<file path="src/rtl/k_and_s_pkg.sv">
// Shared K&S processor types: decoded instruction classes, control FSM states
// and ALU opcode constants.
package k_and_s_pkg;

    typedef enum logic [3:0] {
        I_NOP    = 4'd0,
        I_LOAD   = 4'd1,
        I_STORE  = 4'd2,
        I_MOVE   = 4'd3,
        I_ADD    = 4'd4,
        I_SUB    = 4'd5,
        I_AND    = 4'd6,
        I_OR     = 4'd7,
        I_BRANCH = 4'd8,
        I_BZERO  = 4'd9,
        I_BNZERO = 4'd10,
        I_BNEG   = 4'd11,
        I_BNNEG  = 4'd12,
        I_BOV    = 4'd13,
        I_BNOV   = 4'd14,
        I_HALT   = 4'd15
    } decoded_instruction_type;

    typedef enum logic [2:0] {
        S_FETCH  = 3'd0,
        S_DECODE = 3'd1,
        S_LOAD   = 3'd2,
        S_STORE  = 3'd3,
        S_ALU    = 3'd4,
        S_BRANCH = 3'd5,
        S_NEXT   = 3'd6,
        S_HALT   = 3'd7
    } ctrl_state_t;

    localparam logic [1:0] ALU_ADD = 2'b00;
    localparam logic [1:0] ALU_AND = 2'b01;
    localparam logic [1:0] ALU_OR  = 2'b10;
    localparam logic [1:0] ALU_SUB = 2'b11;

endpackage

</file>
<file path="src/rtl/control_unit.sv">
// Multi-cycle sequencer for the K&S core: drives the datapath strobes and RAM
// write enable one instruction at a time and counts retired instructions.
module control_unit
    import k_and_s_pkg::*;
#(
    parameter int CNT_W = 16
) (
    input  logic                    clk,
    input  logic                    rst_n,
    input  decoded_instruction_type decoded_instruction,
    input  logic                    zero_op,
    input  logic                    neg_op,
    input  logic                    unsigned_overflow,
    input  logic                    signed_overflow,
    output logic                    branch,
    output logic                    pc_enable,
    output logic                    ir_enable,
    output logic                    addr_sel,
    output logic                    c_sel,
    output logic [1:0]              operation,
    output logic                    write_reg_enable,
    output logic                    flags_reg_enable,
    output logic                    ram_write_enable,
    output logic                    halt,
    output logic [CNT_W-1:0]        instr_count
);

    function automatic logic branch_taken(input decoded_instruction_type cls,
                                          input logic z, input logic n,
                                          input logic uov);
        case (cls)
            I_BRANCH: return 1'b1;
            I_BZERO:  return z;
            I_BNZERO: return !z;
            I_BNEG:   return n;
            I_BNNEG:  return !n;
            I_BOV:    return uov;
            I_BNOV:   return !uov;
            default:  return 1'b0;
        endcase
    endfunction

    ctrl_state_t      state_q, state_d;
    logic [CNT_W-1:0] count_q, count_d;
    logic             taken;
    logic             retire;
    logic             branch_s, pc_s, ir_s, addr_s, csel_s;
    logic [1:0]       op_s;
    logic             wre_s, fre_s, ramwe_s, halt_s;
    logic             signed_overflow_unused;

    assign signed_overflow_unused = signed_overflow;
    assign taken = branch_taken(decoded_instruction, zero_op, neg_op, unsigned_overflow);

    always_comb begin
        state_d  = state_q;
        branch_s = 1'b0;
        pc_s     = 1'b0;
        ir_s     = 1'b0;
        addr_s   = 1'b0;
        csel_s   = 1'b0;
        op_s     = ALU_ADD;
        wre_s    = 1'b0;
        fre_s    = 1'b0;
        ramwe_s  = 1'b0;
        halt_s   = 1'b0;
        retire   = 1'b0;
        case (state_q)
            S_FETCH: begin
                ir_s    = 1'b1;
                state_d = S_DECODE;
            end
            S_DECODE: begin
                case (decoded_instruction)
                    I_LOAD:                             state_d = S_LOAD;
                    I_STORE:                            state_d = S_STORE;
                    I_MOVE, I_ADD, I_SUB, I_AND, I_OR:  state_d = S_ALU;
                    I_BRANCH, I_BZERO, I_BNZERO, I_BNEG,
                    I_BNNEG, I_BOV, I_BNOV:             state_d = S_BRANCH;
                    I_HALT: begin
                        state_d = S_HALT;
                        retire  = 1'b1;
                    end
                    default:                            state_d = S_NEXT;
                endcase
            end
            S_LOAD: begin
                addr_s  = 1'b1;
                csel_s  = 1'b1;
                wre_s   = 1'b1;
                state_d = S_NEXT;
            end
            S_STORE: begin
                addr_s  = 1'b1;
                ramwe_s = 1'b1;
                state_d = S_NEXT;
            end
            S_ALU: begin
                wre_s = 1'b1;
                fre_s = (decoded_instruction != I_MOVE);
                // MOVE is an OR of the source register with itself.
                case (decoded_instruction)
                    I_AND:        op_s = ALU_AND;
                    I_OR, I_MOVE: op_s = ALU_OR;
                    I_SUB:        op_s = ALU_SUB;
                    default:      op_s = ALU_ADD;
                endcase
                state_d = S_NEXT;
            end
            S_BRANCH: begin
                if (taken) begin
                    pc_s     = 1'b1;
                    branch_s = 1'b1;
                    retire   = 1'b1;
                    state_d  = S_FETCH;
                end else begin
                    state_d = S_NEXT;
                end
            end
            S_NEXT: begin
                pc_s    = 1'b1;
                retire  = 1'b1;
                state_d = S_FETCH;
            end
            S_HALT: begin
                halt_s = 1'b1;
            end
            default: state_d = S_FETCH;
        endcase
    end

    assign count_d = (retire && !(&count_q)) ? count_q + CNT_W'(1) : count_q;

    always_ff @(posedge clk or negedge rst_n) begin
        if (!rst_n) begin
            state_q <= S_FETCH;
            count_q <= '0;
        end else begin
            state_q <= state_d;
            count_q <= count_d;
        end
    end

    // Gate with rst_n so reset kills strobes (including FETCH's) the moment it asserts.
    assign branch           = rst_n & branch_s;
    assign pc_enable        = rst_n & pc_s;
    assign ir_enable        = rst_n & ir_s;
    assign addr_sel         = rst_n & addr_s;
    assign c_sel            = rst_n & csel_s;
    assign operation        = rst_n ? op_s : 2'b00;
    assign write_reg_enable = rst_n & wre_s;
    assign flags_reg_enable = rst_n & fre_s;
    assign ram_write_enable = rst_n & ramwe_s;
    assign halt             = rst_n & halt_s;
    assign instr_count      = rst_n ? count_q : '0;

endmodule

</file>
<file path="config.mk">
export PLATFORM = sky130hd
export DESIGN_NAME = control_unit
export DESIGN_NICKNAME = d
export VERILOG_FILES = /design/src/rtl/k_and_s_pkg.sv /design/src/rtl/control_unit.sv
export SDC_FILE = /design/constraint.sdc
export NUM_CORES = 1
export LEC_CHECK = 0
export CAP_MARGIN = 20
export CORE_AREA = 3 3 58 66
export CTS_CLUSTER_DIAMETER = 120
export CTS_CLUSTER_SIZE = 8
export DETAILED_ROUTE_END_ITERATION = 6
export DIE_AREA = 0 0 61 69
export PLACE_DENSITY = 0.74
export SYNTH_ARGS = -nofsm -noshare
export SYNTH_HDL_FRONTEND = slang
export SYNTH_SLANG_ARGS = --single-unit
</file>
<file path="constraint.sdc">
create_clock -name clk -period 1.8 [get_ports clk]
set_input_delay 0.36 -clock clk [delete_from_list [all_inputs] [get_ports clk]]
set_output_delay 0.36 -clock clk [all_outputs]
set_load 0.02 [all_outputs]
</file>
* Word level (Yosys, flattened, before mapping)
Index checks and enable logic that the tools add are counted.
** Word-level totals
- Input bits :: 10
- Bits in read-only memories :: 0
- RAM bits :: 0
- Bits in registers :: 19
- Bits in latches :: 0
- Memories kept :: 0
- Word-level logic and storage cells :: 69
- Output and inout port bits :: 27
** Operators by class
- Divide/modulo/power cells :: 0
- Shifts and indexed selects :: 0
- Multipliers :: 0
- Equal/unequal tests :: 23
- Bitwise gates (word level) :: 9
- Reductions and logical operators :: 14
- Add/sub/neg operators :: 1
- Mux-type cells :: 20
- Magnitude comparators :: 0
** Operators by type and width (number)
- $eq 4x4->1 const B :: 8
- $pmux 3 s5 :: 2
- $add 16x1->16 const B :: 1
- $eq 4x3->1 const B :: 4
- $mux 16 :: 1
- $reduce_and 16->1 :: 1
- $eq 3x3->1 const B :: 4
- $mux 1 :: 10
- $and 1x1->1 :: 9
- $eq 4x2->1 const B :: 2
- $pmux 1 s7 :: 1
- $reduce_or 7->1 :: 1
- $eq 3x2->1 const B :: 2
- $pmux 2 s3 :: 1
- $reduce_or 2->1 :: 3
- $reduce_bool 5->1 :: 1
- $reduce_or 5->1 :: 1
- $eq 4x1->1 const B :: 1
- $logic_not 1->1 :: 4
- $mux 2 :: 2
- $ne 4x2->1 const B :: 1
- $eq 3x1->1 const B :: 1
- $logic_not 3->1 :: 1
- $mux 3 :: 1
- 4 further kinds :: 4

* Depth between registers and ports, before layout
- Depth in word-level cells :: 5
- Depth in mapped cells :: 7
- Mapped depth without buffers :: 6

* Least setup slack after synthesis
OpenSTA, ideal clock, no wires.
- Path type :: register to register
- Start point :: register count_q[0]
- End point :: register count_q[7]
- Path buffers :: 1
- Period minus slack after synthesis :: 1.798 ns
- Data required time :: 1.662 ns
- Path slack :: 0.002 ns
- Arrival time :: 1.660 ns
- Library setup time :: 0.138 ns
- Cell stages (with the launch flop) :: 8
- Path through :: dfrtp_1 > ha_1 > nand2_1 > or4b_4 > nor2_4 > buf_12 > nor4_1 > xor2_1
** Between the ends
- Word-level cells in the longest chain between the ends :: 3
- Elaborated cells on any way between the ends :: 4
- Classes of those cells :: 1 x add/sub; 3 x reduce/logical
** Ends and longest elaborated chain
- from (decl) :: RTL line control_unit.sv:44 : logic [CNT_W-1:0] count_q, count_d;
- from (signal assigned) :: RTL line control_unit.sv:140 : count_q <= count_d;
- parallel branches: the longest is 3 deep, another holds $add 16x1->16
Several ways; the timed one is not identified.
A chain may end at the register's enable or synchronous reset.

* Final worst setup path
- Start point :: register state_q[0]
- End point :: output pc_enable
** Between the ends
- Word-level cells in the longest chain between the ends :: 3
- Elaborated cells on any way between the ends :: 4
- Classes of those cells :: 2 x eq/ne; 1 x mux; 1 x bitwise
** Ends and longest elaborated chain
- from (decl) :: RTL line control_unit.sv:43 : ctrl_state_t state_q, state_d;
- from (signal assigned) :: RTL line control_unit.sv:139 : state_q <= state_d;
- $eq 3x3->1 :: RTL line control_unit.sv:68 : case (state_q)
- $pmux 1 s2 * :: RTL line control_unit.sv:68
- $and 1x1->1 * :: RTL line control_unit.sv:146 : assign pc_enable = rst_n & pc_s;
- to (decl) :: RTL line control_unit.sv:16 : output logic pc_enable,
Mark *: on every way between the ends. The rest lies on a longest branch, timed or not.

==> flow_summary.ini <==
[worst_setup_path]
r2r_setup_slack_ns = -0.15
r2r_start = count_q[0]$_DFFE_PN0P_
start_kind = flip-flop
worstSetupPathType = flip-flop to output pin
r2r-end = count_q[13]$_DFFE_PN0P_
endpoint = pc_enable
cp_max_fo = 3
end_kind = output pin
crit_start = state_q[0]$_DFFE_PN0P_
cp_data_arrival_time_ns = 1.62
worstRegToRegCells = 7
crit_required_ns = 1.44

[grt]
grt_pass1_vias = 1437
overflow = 0
antenna_found_initial = 0
grt_pass1_wl_um = 6700
grt_max_degree = 23
grtUsageTotal = 0.205

[yosys]
yosysMostFrequentCell = dfrtp_1
synthTopCellsByArea = dfrtp_1 34%, xor2_1 8.1%, and2_1 7.5%
synth.largest_area_cell = dfrtp_1
synth_nets = 162
synth_cell_types = 41
yosys_warnings = 0
synth_top_area_share = 0.337
synth_edf_count = 0
synth-seq-cells = 19
ys.flop_type = dfrtp_1
synth_area_um2 = 1410
synthCells = 151
yosysSeqAreaShare = 0.337
async_reset_ff_frac = 1.00
syn_avg_cell_area_um2 = 9.34
synthTopCellsByCount = 19 x dfrtp_1, 17 x and2_1, 15 x nand2_1

[finish]
fin_util = 0.693
drive_gt1_frac = 0.453
n_fill_cell = 251
nets = 244
syn_to_final_growth_pct = 61.0
num_antenna_cells = 0

[timing]
setup_viol = 22
whs_ns = 0.121
fin_crit_ns = 1.98
fin_skew_ns = 0.00239
slew_headroom = 0.645
worst_slew_pin_slew_ns = 0.530
rsz0062_at_grt = yes
final_max_slew_viol_count = 0
post-route-period-util = 1.10
setup_slack_ns = -0.175
max_freq_mhz = 506
hold_violations = 0

[routing]
viasPerCell = 5.41
wl_per_cell_um = 15.9
finalWirelength_um = 4270
drtAntennaViolNets = 0
drt_first_pass_iters = 4
drc = 0
drt_iter0_markers = 85
num_vias = 1449

[clock_tree]
htreeDepth = 1
cts.sinks = 19
numCtsBuffers = 3
cts_root_buf = clkbuf_4
cts_tree = built
cts_buffer_depth = 2
clk_latency_ns = 0.32
cts.clk_slew.worst_paths_ns = 0.11

[worst_hold_path]
min_path_type = input port to async pin

[pwr]
irDropWorstVdd_v = 0.000361
p_per_area_nw_per_um2 = 357
p_leak_nw = 1.03

[floorplan]
dieArea_um2 = 4210
dieWidth_um = 61
dieHeight_um = 69
ios = 37
num_rows = 22
floorplan.initialDensity = 0.430
core_area_um2 = 3280

[place]
gp_congestion = 0.902
dp_hpwl_um = 2820
io_buffers = 35

[outcome]
outcome = complete, but fails checks
violations = setup timing

[flow_run]
drv_cap = 0
[critical path, cell delays in order, from the launching register on]
cell and delay, ns:
dfrtp_1 0.42, nand3b_1 0.18, a21oi_2 0.05, a41o_1 0.24, o2111a_1 0.26, buf_6 0.14
[placed cells by master (no fill, tap or decap), types with 5 or more instances in the layout]
cell type | synthesis | routed
and2_1 | 17 | 17
buf_4 | 0 | 47
buf_6 | 3 | 10
dfrtp_1 | 19 | 17
dlygate4sd2_1 | 0 | 20
nand2_1 | 15 | 14
nor2_1 | 8 | 8
nor3_2 | 7 | 5
xor2_1 | 13 | 13
[worst min-delay path by stage]
stage / start / endpoint / slack [ns]
global placement: count_q[6]$_DFFE_PN0P_ / count_q[6]$_DFFE_PN0P_ / 0.49
CTS: rst_n / state_q[2]$_DFFE_PN0P_ / 0.13
global route: rst_n / state_q[2]$_DFFE_PN0P_ / 0.11
floorplan: rst_n / count_q[0]$_DFFE_PN0P_ / 0.06
detailed placement: count_q[6]$_DFFE_PN0P_ / count_q[6]$_DFFE_PN0P_ / 0.50
finish: rst_n / state_q[2]$_DFFE_PN0P_ / 0.12
[cells by family (layout without fill, tap and decap cells)]
kind of cell	after synthesis	after routing	share of synthesized area
AO/OA/AOI/OAI	19	19	0.101
XOR/XNOR	14	14	0.0870
multiplexers	4	4	0.0373
flip-flops	19	19	0.337
adder cells (fa/ha/maj)	1	1	0.00887
buffers and inverters	13	94	0.0639
AND/OR/NAND/NOR	81	81	0.365
[area by class of cell]
cell class | count | area (um2) | area share
Clock buffer | 4 | 26.3 | 0.0116
Tap cell | 36 | 45.0 | 0.0198
Multi-Input combinational cell | 119 | 968 | 0.427
Timing Repair Buffer | 87 | 741 | 0.326
Sequential cell | 19 | 478 | 0.211
Inverter | 3 | 11.3 | 0.00496
[stage by stage]
stage / instance area, um2 / instances / power (mW) / setup WS (ns) / setup TNS (ns)
6_report: 2270 / 268 / 0.809 / -0.175 / -2.10
5_1_grt: 2270 / 268 / 0.849 / -0.218 / -3.89
4_1_cts: 2140 / 261 / 0.800 / -0.144 / -1.33
3_5_place_dp: 2020 / 251 / 0.582 / -0.879 / -25.21
3_3_place_gp: 2020 / 251 / 0.579 / -0.783 / -23.64
2_1_floorplan: 1410 / 151 / 0.500 / 0.00233 / 0
[state kept, by name, summed over array words and instances, names as in the netlist]
name	count
state_q	3
count_q	16
[routing by layer]
metal	GRT usage	up-vias	routed length, um
met2	0.350	53	2280
met5	0	-	0
li1	-	685	-
met1	0.248	699	1630
met4	0.0843	0	131
met3	0.0281	12	223
[power by group]
group,internal (mW),switching (mW)
clock,0.0871,0.150
sequential,0.427,0
combinational,0.0686,0.0773
total,0.582,0.227
[timing repair]
item                       CTS  global route
setup endpoints to repair   43            26
gates resized for setup    102            22
buffers inserted             6             7
hold buffers                 0             0
pin swaps                   20            13
Note: power is estimated with default switching activity, not from simulation.
